## src/rtl/demux_stream_1ton.sv

```systemverilog
// demux_stream_1ton: registered 1-to-N valid/ready stream demux with packet lock and drop counter
//   clk, rst                           clock, synchronous active-high reset
//   s_valid/s_ready/s_data/s_sel/s_last input stream; s_sel picks the channel
//   m_valid[N_OUT]/m_ready[N_OUT]       per-channel handshake, one-hot valid
//   m_data/m_last                       shared payload, qualified by m_valid
//   pkt_busy                            inside a multi-beat packet (PKT_MODE=1)
//   drop_cnt                            saturating count of out-of-range beats
module demux_stream_1ton #(
  parameter int N_OUT = 4,
  parameter int SEL_W = 2,
  parameter int DATA_W = 8,
  parameter int PKT_MODE = 1
) (
  input  logic              clk,
  input  logic              rst,
  input  logic              s_valid,
  output logic              s_ready,
  input  logic [DATA_W-1:0] s_data,
  input  logic [SEL_W-1:0]  s_sel,
  input  logic              s_last,
  output logic [N_OUT-1:0]  m_valid,
  input  logic [N_OUT-1:0]  m_ready,
  output logic [DATA_W-1:0] m_data,
  output logic              m_last,
  output logic              pkt_busy,
  output logic [15:0]       drop_cnt
);
  typedef enum logic {IDLE, IN_PKT} state_t;
  localparam logic [SEL_W:0] N_LIM = (SEL_W+1)'(N_OUT);
  state_t state, state_nxt;
  logic out_vld, out_last, dst_rdy, accept, sel_ok, drain;
  logic [SEL_W-1:0] out_dst, lock_sel, eff_sel;
  logic [DATA_W-1:0] out_data;
  always_comb begin
    dst_rdy = 1'b0;
    m_valid = '0;
    for (int k = 0; k < N_OUT; k++) begin
      dst_rdy = dst_rdy | ((out_dst == SEL_W'(k)) && m_ready[k]);
      m_valid[k] = out_vld && (out_dst == SEL_W'(k));
    end
  end
  assign s_ready = !rst && (!out_vld || dst_rdy);
  assign accept = s_valid && s_ready;
  assign drain = out_vld && dst_rdy;
  assign eff_sel = (PKT_MODE != 0 && state == IN_PKT) ? lock_sel : s_sel;
  // one extra bit so N_OUT == 2**SEL_W does not wrap to zero
  assign sel_ok = {1'b0, eff_sel} < N_LIM;
  assign m_data = out_data;
  assign m_last = out_last;
  assign pkt_busy = state == IN_PKT;
  // every accepted beat ends the packet on s_last, otherwise it is (or stays) open
  always_comb state_nxt = (PKT_MODE != 0 && accept) ? (s_last ? IDLE : IN_PKT) : state;
  always_ff @(posedge clk)
    state <= rst ? IDLE : state_nxt;
  always_ff @(posedge clk) begin
    if (rst) begin
      out_vld <= 1'b0;
      out_dst <= '0;
      out_data <= '0;
      out_last <= 1'b0;
      lock_sel <= '0;
      drop_cnt <= '0;
    end else begin
      if (accept && state == IDLE && !s_last) lock_sel <= s_sel;
      if (accept && sel_ok) begin
        out_vld <= 1'b1;
        out_dst <= eff_sel;
        out_data <= s_data;
        out_last <= s_last;
      end else if (drain) out_vld <= 1'b0;
      if (accept && !sel_ok && drop_cnt != 16'hFFFF) drop_cnt <= drop_cnt + 16'd1;
    end
  end
endmodule

```

## config.mk

```make
export PLATFORM = sky130hd
export DESIGN_NAME = demux_stream_1ton
export DESIGN_NICKNAME = d
export VERILOG_FILES = /design/src/rtl/demux_stream_1ton.sv
export SDC_FILE = /design/constraint.sdc
export NUM_CORES = 1
export LEC_CHECK = 0
export ABC_AREA = 1
export BUFFER_PORTS_ARGS = -buffer_cell sky130_fd_sc_hd__buf_2
export CORE_UTILIZATION = 24
export CTS_CLUSTER_SIZE = 30
export DETAILED_ROUTE_END_ITERATION = 16
export SKIP_LAST_GASP = 1
export SLEW_MARGIN = 20
export SYNTH_ARGS = -nofsm -noshare
export SYNTH_HDL_FRONTEND = slang
export SYNTH_SLANG_ARGS = --single-unit
export TNS_END_PERCENT = 100
```

## constraint.sdc

```tcl
create_clock -name clk -period 1.3 [get_ports clk]
set_input_delay 0.26 -clock clk [delete_from_list [all_inputs] [get_ports clk]]
set_output_delay 0.26 -clock clk [all_outputs]
set_load 0.01 [all_outputs]
```

==> results_dict.tcl <==
set metrics [dict create \
    row_count 21 \
    rsz0062_at_grt "yes" \
    min_path_type "input pin to flip-flop" \
    port_buffers 32 \
    syn_avg_cell_area_um2 7.96 \
    grt_overflow 0 \
    max_cap_violations 0 \
    ios 49 \
    vias 798 \
    fin_ws_ns -0.178 \
    finalNonFillerCells 198 \
    yosys_warnings 0 \
    leakage_nw 0.583 \
    crit_chain "inv_4, nand2_4, nor2_2, nor2_2, buf_4, nand2_2, nand3_4, nor2_4, nand3_1, nand2_1, nor2_1" \
    cts_num_sinks 15 \
    worst_hold_startpoint "s_data[4]" \
    ys.flop_type "dfxtp_1" \
    critPathArrivalTime_ns 1.66 \
    die-area_mm2 0.00379 \
    startpoint "out_dst[1]$_SDFFE_PP0P_" \
    postRouteAntennaNets 0 \
    post-route-min-period_ns 1.48 \
    cts_buffers 3 \
    grt.total_usage 0.0995 \
    nFillCells 388 \
    layout.nets 171 \
    route.detailed.drc 0 \
    setup.worst_path.end_class "flip-flop" \
    mostFrequentLayoutCell "buf_2" \
    cp_common_cell "nor2_2" \
    cp.required_ns 1.48 \
    setup_viol 18 \
    start_util 0.253 \
    htreeDepth 1 \
    area_growth_pct 34.9 \
    async_reset_ff_frac 0 \
    maxSlewViolCount 0 \
    clk_latency_ns 0.27 \
    place_hpwl_mm 1.39 \
    hold_violations 0 \
    grt_pass1_vias 654 \
    r2r-start "out_dst[1]$_SDFFE_PP0P_" \
    timing.final.crit_share 1.14 \
    violations "negative setup slack" \
    fmax_ghz 0.677 \
    grt_pass1_wl_mm 2.69 \
    worstSetupPathType "flip-flop to flip-flop" \
    gp_congestion 0.665 \
    fin_skew_ns 0.00136 \
    die_h_um 61.6 \
    power.density_mw_per_mm2 908 \
    post_synth_num_cell_types 22 \
    first_pass_iters 4 \
    cts_tree "done" \
    grt_max_degree 14 \
    drt_iter0_drc 10 \
    slowest_stage "dfxtp_4" \
    crit_path_max_fanout 5 \
    slowest_delay_ns 0.37 \
    startpoint_type "flip-flop" \
    n_antenna_cell 0 \
    root_buffer "clkbuf_4" \
    vias_per_cell 4.03 \
    avgRoutedWirePerCell_um 9.29 \
    routed_wl_mm 1.84 \
    final_cell_mix "buf_2, conb_1, nand2_1" \
    clockBufferDepth 2 \
    outcome "complete, but fails checks" \
    clkTransAtPathRegs_ns 0.09 \
    syn-cell-area_um2 852 \
    cts_hold_buffers 0 \
    syn_inst 107 \
    core_area_mm2 0.00336 \
    peakVddDrop_mv 0.317 \
    synth_enable_flop_cells 0 \
    seq_area_frac_synth 0.352 \
    die_w_um 61.6 \
    grt_antenna_before_repair 0 \
    drive_gt1_frac 0.480 \
    fin_hold_ws_ns 0.204 \
    placed_cells 189 \
    ys_ff_latch 15 \
]
==> cells in the mapped netlist, types with 3 or more instances <==
library cell | instances | area (um2)
a21oi_1 | 3 | 15.0
buf_4 | 17 | 128
dfxtp_1 | 15 | 300
o21ai_0 | 4 | 20.0
nand3_2 | 7 | 70.1
nand3_1 | 14 | 70.1
nor2_1 | 5 | 18.8
inv_1 | 9 | 33.8
nand2_1 | 15 | 56.3
nor3_1 | 3 | 15.0
==> flip-flops by register name, indices dropped and copies added, names as in the netlist <==
signal	flops
m_data	8
lock_sel	2
out_dst	2
m_last	1
out_vld	1
pkt_busy	1
==> critical path: cells and delay by family (launching register included) <==
family	cells	cell delay (ns)
flops	1	0.37
simple gates	9	0.80
buf+inv	2	0.20
==> area by class of cell <==
| cell class | count | area [um2] | area share |
|---|---|---|---|
| clock buffer | 4 | 26.3 | 0.0229 |
| timing repair buffer | 44 | 250 | 0.218 |
| multi-input combinational | 78 | 462 | 0.402 |
| sequential | 15 | 308 | 0.268 |
| tap | 46 | 57.6 | 0.0501 |
| inverter | 11 | 46.3 | 0.0403 |
==> final timing paths <==
check | to | slack (ns) | cells past startpoint
setup / recovery | lock_sel[1]$_SDFFE_PP0P_ | -0.18 | 11
hold / removal | m_data[4]$_SDFFE_PP0P_ | 0.20 | 3
setup reg to reg | lock_sel[1]$_SDFFE_PP0P_ | -0.18 | 11
hold reg to reg | m_data[4]$_SDFFE_PP0P_ | 0.46 | 2
==> through the flow <==
stage	cell area [um2]	TNS (ns)	utilization	total power, mW	worst slack, ns
3_5_place_dp	1030	0	0.307	0.757	0.0236
6_report	1150	-1.65	0.342	1.04	-0.178
3_3_place_gp	1030	0	0.307	0.757	0.0372
5_1_grt	1150	-3.25	0.342	1.12	-0.270
4_1_cts	1080	-0.444	0.321	1.04	-0.182
2_1_floorplan	908	0	-	0.704	0.116
==> kinds of logic (layout without fill, tap and decap cells) <==
group | after synthesis | after routing | share of synthesized area
simple gates | 51 | 52 | 0.345
compound gates | 10 | 10 | 0.0690
buf+inv | 30 | 59 | 0.229
other cells | 1 | 16 | 0.00440
flops | 15 | 15 | 0.352
==> power breakdown <==
group | internal (mW) | switching [mW] | leakage, nW
clock | 0.119 | 0.144 | 0.0150
combinational | 0.113 | 0.150 | 0.443
sequential | 0.492 | 0.0261 | 0.125
total | 0.724 | 0.320 | 0.583
==> what timing repair did <==
| item | in CTS | in global routing |
|---|---|---|
| endpoints found under the setup margin | 4 | 19 |
| pin swaps | 1 | 5 |
| resized for setup | 3 | 13 |
| setup buffers | 2 | 2 |
| gates cloned | 0 | 1 |
==> per-layer routing <==
metal  part of all wire  vias up  wire, um  global-route usage
li1                   -      411         -                   -
met1               0.44      347       801               0.116
met2               0.49       38       893               0.167
met3              0.074        2       136              0.0336
met4             0.0044        0         8              0.0381
met5                  0        -         0                   0
(Power assumes the default switching activity.)
